==> config.mk <==
export PLATFORM = sky130hd
export DESIGN_NAME = mem_port_arbiter
export DESIGN_NICKNAME = d
export VERILOG_FILES = /design/src/rtl/mem_port_arbiter.sv
export SDC_FILE = /design/constraint.sdc
export NUM_CORES = 1
export LEC_CHECK = 0
export ABC_AREA = 1
export CORE_MARGIN = 2
export CORE_UTILIZATION = 30
export DETAILED_ROUTE_END_ITERATION = 8
export GPL_TIMING_DRIVEN = 0
export HOLD_SLACK_MARGIN = 0.06
export PLACE_DENSITY = 0.61
export SYNTH_ARGS = -nofsm -noshare
export SYNTH_HDL_FRONTEND = slang
export SYNTH_SLANG_ARGS = --single-unit
==> constraint.sdc <==
create_clock -name clk -period 3.57 [get_ports clk]
set_input_delay 0.8925 -clock clk [delete_from_list [all_inputs] [get_ports clk]]
set_output_delay 0.8925 -clock clk [all_outputs]
set_load 0.02 [all_outputs]
==> src/rtl/mem_port_arbiter.sv <==
// mem_port_arbiter: shares one synchronous 16-bit memory port between the
// processor (port 0) and the loader/debug master (port 1). One transaction
// is in flight at a time: IDLE picks a winner and latches its command, ISSUE
// drives the memory for exactly one cycle, RESP returns read data or a write
// acknowledge to the owner.
module mem_port_arbiter #(
  parameter int AW         = 16,
  parameter int DW         = 16,
  parameter int FIXED_PRIO = 0
) (
  input  logic          clk,
  input  logic          rst,
  input  logic          req0,
  input  logic          we0,
  input  logic [AW-1:0] addr0,
  input  logic [DW-1:0] wdata0,
  output logic          gnt0,
  output logic          rvalid0,
  output logic [DW-1:0] rdata0,
  input  logic          req1,
  input  logic          we1,
  input  logic [AW-1:0] addr1,
  input  logic [DW-1:0] wdata1,
  output logic          gnt1,
  output logic          rvalid1,
  output logic [DW-1:0] rdata1,
  output logic          mem_we,
  output logic [AW-1:0] mem_addr,
  output logic [DW-1:0] mem_wdata,
  input  logic [DW-1:0] mem_rdata,
  output logic          busy,
  output logic          owner
);

  typedef enum logic [1:0] {
    IDLE  = 2'd0,
    ISSUE = 2'd1,
    RESP  = 2'd2
  } state_t;

  state_t        state;
  logic          last;
  logic          cur_we;
  logic          winner;
  logic [DW-1:0] rdata0_q;
  logic [DW-1:0] rdata1_q;

  // Winner selection for the IDLE cycle: a lone requester wins outright; on
  // contention either port 0 always wins or the port not served last wins.
  always_comb begin
    winner = 1'b0;
    if (req0 && req1) begin
      winner = (FIXED_PRIO != 0) ? 1'b0 : ~last;
    end else if (req1) begin
      winner = 1'b1;
    end
  end

  // Transaction sequencer with registered memory strobes and handshakes; an
  // asynchronous reset abandons any transaction without a grant or response.
  always_ff @(posedge clk or posedge rst) begin
    if (rst) begin
      state     <= IDLE;
      last      <= 1'b1;
      owner     <= 1'b0;
      cur_we    <= 1'b0;
      gnt0      <= 1'b0;
      gnt1      <= 1'b0;
      rvalid0   <= 1'b0;
      rvalid1   <= 1'b0;
      mem_we    <= 1'b0;
      mem_addr  <= '0;
      mem_wdata <= '0;
      busy      <= 1'b0;
      rdata0_q  <= '0;
      rdata1_q  <= '0;
    end else begin
      case (state)
        IDLE: begin
          gnt0    <= 1'b0;
          gnt1    <= 1'b0;
          rvalid0 <= 1'b0;
          rvalid1 <= 1'b0;
          mem_we  <= 1'b0;
          if (req0 || req1) begin
            owner     <= winner;
            cur_we    <= winner ? we1 : we0;
            mem_we    <= winner ? we1 : we0;
            mem_addr  <= winner ? addr1 : addr0;
            mem_wdata <= winner ? wdata1 : wdata0;
            gnt0      <= ~winner;
            gnt1      <= winner;
            busy      <= 1'b1;
            state     <= ISSUE;
          end
        end
        ISSUE: begin
          mem_we  <= 1'b0;
          gnt0    <= 1'b0;
          gnt1    <= 1'b0;
          last    <= owner;
          rvalid0 <= ~owner;
          rvalid1 <= owner;
          state   <= RESP;
        end
        RESP: begin
          rvalid0 <= 1'b0;
          rvalid1 <= 1'b0;
          busy    <= 1'b0;
          if (!cur_we) begin
            if (owner) begin
              rdata1_q <= mem_rdata;
            end else begin
              rdata0_q <= mem_rdata;
            end
          end
          state <= IDLE;
        end
        default: begin
          mem_we  <= 1'b0;
          gnt0    <= 1'b0;
          gnt1    <= 1'b0;
          rvalid0 <= 1'b0;
          rvalid1 <= 1'b0;
          busy    <= 1'b0;
          state   <= IDLE;
        end
      endcase
    end
  end

  // Read data reaches the owner straight from memory during RESP and is held
  // by the per-port register from then on.
  always_comb begin
    rdata0 = rdata0_q;
    rdata1 = rdata1_q;
    if (state == RESP && !cur_we) begin
      if (owner) begin
        rdata1 = mem_rdata;
      end else begin
        rdata0 = mem_rdata;
      end
    end
  end

endmodule
After elaboration in Yosys (flattened, before gate mapping)
Cells that the tools add are included.
Word-level totals
  bits in registers: 75
  output and inout bits: 71
  word-level logic and storage cells: 51
Operators by class
  equal/unequal tests: 3
  multiplexer cells: 21
  bitwise gates (word level): 5
  reductions and logical operators: 8
Operators with widths (number)
  16-bit two-way mux: 6
  1-bit two-way mux: 9
  1-bit one-hot mux with 2 select lines: 4
  2-bit AND reduction: 3
  1-bit NOT: 5
  2-bit one-hot mux with 2 select lines: 1
  2-bit by 1-bit equality test with 1-bit output (second input constant): 1
  2-bit equality test (second input constant): 1
  1-bit logical AND: 2
  2-bit zero test: 1
  2-bit two-way mux: 1
  2-bit inequality test (second input constant): 1
  1-bit zero test: 1
  1-bit logical OR: 1

Longest topological paths before layout
Gate-level depths: netlist of the first run.
  word-level depth: 5
  gate-level depth with buffers: 7

Least setup slack after synthesis of the first run
OpenSTA, ideal clock, no wires.
  path kind: flip-flop to output port
  from: register owner
  to: output port rdata1[0]
  data arrival time: 1247 ps
  data required time: 2678 ps
  slack: 1431 ps
  cell stages (with the launch flop): 6
  buffers on the path: 1
  path through: dfrtp_1 > inv_1 > nor2_4 > buf_6 > nand2_1 > nand2_1
On the way
  cells in the longest elaborated chain, start to end: 2
Ends and longest elaborated chain
  start: declaration: RTL line 32  | output logic owner
  start signal: assignment: RTL line 86  | owner <= winner;
  16-bit two-way mux
  16-bit two-way mux: RTL line 137  | if (state == RESP && !cur_we) begin
  end: declaration: RTL line 26  | output logic [DW-1:0] rdata1,
No other way between the ends.

Worst setup path after layout of the first run
  from: register owner
  to: output port rdata1[10]
The elaborated chain is that of the path after synthesis.

==> results of run 1 <==
-- state kept, by name, indices dropped and copies added (netlist names), 2 cells and up --
| register | count |
|---|---|
| mem_addr | 16 |
| rdata1_q | 16 |
| rdata0_q | 16 |
| mem_wdata | 16 |
| state | 2 |
-- layer usage --
metal | share of wire [%] | vias up | track usage [%]
li1 | - | 1707 | -
met3 | 7.7 | 15 | 4.91
met5 | 0 | - | 0
met1 | 46 | 1479 | 21.3
met2 | 45 | 127 | 24.9
met4 | 1.7 | 0 | 5.20
-- power by group through the flow --
stage          clock network, mW  registers, mW  logic [mW]
2_1_floorplan                  0           1.72        1.10
3_3_place_gp                   0           1.48        2.55
4_1_cts                     1.15           1.49        2.59
6_report                    1.12           1.49        2.55
3_5_place_dp                   0           1.49        2.59
5_1_grt                     1.19           1.53        2.76
-- cell usage in the layout, fill, tap and decap left out --
cell type,n
buf_16,1
buf_2,9
buf_6,7
bufinv_16,4
clkbuf_1,5
clkbuf_16,9
clkbuf_8,2
clkdlybuf4s50_1,155
dfrtp_1,74
dfstp_2,1
inv_1,69
inv_2,2
inv_4,1
nand2_1,205
nand2_2,3
nand3_1,69
nand3_2,1
nor2_1,6
nor2_2,1
nor2_4,3
o21ai_0,2
o21ai_2,1
-- cell type report --
type | count | area, sq um | area share (%)
buffer | 20 | 139 | 2.46
multi-input combinational | 291 | 1220 | 21.7
tap | 143 | 179 | 3.17
inverter | 72 | 273 | 4.83
clock inverter | 4 | 120 | 2.13
timing repair buffer | 156 | 1580 | 28.0
clock buffer | 12 | 256 | 4.54
sequential | 75 | 1880 | 33.2
-- metrics by stage --
stage	total power [mW]	utilization, %
after floorplan	2.83	-
after global placement	4.04	45.9
after detailed placement	4.07	46.2
after CTS	5.23	49.5
after global routing	5.49	49.5
final	5.16	49.5
-- kinds of logic (layout without fill, tap and decap cells) --
family,count (synthesis),after routing,synth area share (%)
AOI/OAI and AO/OA,3,3,0.534
buffers and inverters,92,264,11.6
DFF,75,75,53.5
and+or+nand+nor,288,288,34.3
-- critical path, delay by kind of cell, from the launching register on --
kind / cells / cell delay [ns]
buffers and inverters: 3 / 0.95
flip-flops: 1 / 0.51
AND/OR/NAND/NOR: 3 / 0.40
-- how the worst max path moves through the flow --
stage | to
floorplan | busy$_DFFE_PP0P_
global placement | mem_wdata[1]$_DFFE_PP0P_
detailed placement | rdata1[2]
CTS | rdata1[14]
global route | rdata1[10]
finish | rdata1[10]
==> flow_metrics.tcl, run 1 <==
set metrics [dict create \
    status "finished, final reports clean" \
    cts_setup_buffers 0 \
    globalRouteOverflowTotal 0 \
    core_sq_um 11400 \
    place.detailed.hpwl_um 7360 \
    cts_max_path_buffers 2 \
    slew_viol_final 0 \
    drtIter0Drc 143 \
    r2r_start "last$_DFFE_PP1N_" \
    rrSetupSlack_ns 2.01 \
    max-slew-margin-rel_pct 69.6 \
    synth_top_area_share_pct 52.7 \
    power.share.combinational_pct 49.5 \
    grt_pass1_wl_um 16300 \
    cp_slowest_cell "clkdlybuf4s50_1" \
    cts_hold_buf 0 \
    cts_tree "done" \
    avgSynthCellArea_sq_um 7.67 \
    endpoint_kind "primary output" \
    port_buffers 155 \
    dpl_cell_area_sq_um 5270 \
    avgViaCountPerCell 4.31 \
    grt_pass1_vias 3260 \
    fill_cells 1115 \
    drc 0 \
    setup_slack_ns 0.495 \
    root_buffer "clkbuf_16" \
    synth_largest_area_cell "dfrtp_1" \
    synth_common_cells "205 x nand2_1, 74 x dfrtp_1, 70 x inv_1, 69 x nand3_1, 9 x buf_2" \
    swShare_pct 37.9 \
    critPathRequiredTime_ns 2.68 \
    crit_type "reg -> out" \
    synth_nets 544 \
    drive_gt1_share_pct 7.14 \
    rows 39 \
    die_area_sq_um 12600 \
    antenna_found_initial 0 \
    num_vias 3328 \
    worstPathCellList "inv_1 > nor2_4 > buf_6 > nand2_1 > nand2_1 > clkdlybuf4s50_1" \
    routed_wl_um 9790 \
    start_util_pct 30.8 \
    worst_ep_arrival_time_ns 2.18 \
    clockPowerShare_pct 21.7 \
    synth_edf_count 0 \
    setup_tns_ns 0 \
    post_cts_resize_count 0 \
    synth.ff_latch_count 75 \
    drt-wirelength-per-cell_um 12.7 \
    num_antenna_cells 0 \
    area_delta_synth_final_pct 60.8 \
    tightest_slew_ns 0.456 \
    fmax_mhz 325 \
    ant_nets 0 \
    critPathMaxStageDelay_ns 0.60 \
    dr.pass1.iters 4 \
    hold_ws_ns 0.466 \
    ir_drop_v 0.000597 \
    fin_area_sq_um 5650 \
    num_io_pins 157 \
    grt_max_degree 50 \
    hold_end "rdata0_q[9]$_DFFE_PP0P_" \
    grt_usage_pct 15.9 \
    fp.dieH_um 112 \
    rr_worst_depth 6 \
    ys_types 16 \
    min_path_cells 2 \
    dieWidth_um 112 \
    p_int_mw 3.20 \
    finalClockSkew_ns 0.00719 \
    yosys_warnings 0 \
    dpl_worst_slack_ns 0.509 \
    powerDensity_nw_per_um2 913 \
    startpoint "owner$_DFFE_PP0P_" \
    insertion_delay_ns 0.33 \
    hp-start "rdata0_q[9]$_DFFE_PP0P_" \
    htreeDepth 3 \
    place_inst 757 \
    final_cells 773 \
    setup_viol 0 \
    clkTransAtPathRegs_ns 0.06 \
    cpMostUsedCell "nand2_1" \
    cts_made_buffers 9 \
    hold_viol 0 \
    synth_area_leaders "dfrtp_1 53%, nand2_1 22%, nand3_1 9.8%" \
    hold_class "reg -> reg" \
    leakage_nw 2.92 \
    final_nets 711 \
    ys.flop_type "dfrtp_1" \
    synth_area_sq_um 3510 \
    synth_most_common_cell "nand2_1" \
    synthCells 458 \
    startpoint_type "flop" \
    finalCriticalPeriod_ns 3.08 \
    critical_path_peak_fanout 10 \
    synthArstFlopShare_pct 100 \
    rsz0062_at_grt "false" \
    clock-sinks 75 \
    reg2reg_to "mem_wdata[6]$_DFFE_PP0P_" \
    gp_congestion 0.835 \
    min_period_over_period_pct 86.1 \
    p_sw_mw 1.95 \
    maxCapViolations 0 \
    pwr-share-seq_pct 28.8 \
    ys_seq_area_share_pct 53.5 \
]
Note: power is estimated with default switching activity, not from simulation.
==> inputs of run 2 (changes only) <==
--- a/config.mk
+++ b/config.mk
@@ -8,6 +8,7 @@
 export ABC_AREA = 1
 export CORE_MARGIN = 2
 export CORE_UTILIZATION = 30
+export CTS_CLUSTER_DIAMETER = 120
 export DETAILED_ROUTE_END_ITERATION = 8
 export GPL_TIMING_DRIVEN = 0
 export HOLD_SLACK_MARGIN = 0.06
==> results of run 2 <==
Same layout as run 1: the final DEF is identical, and so are final timing and power.
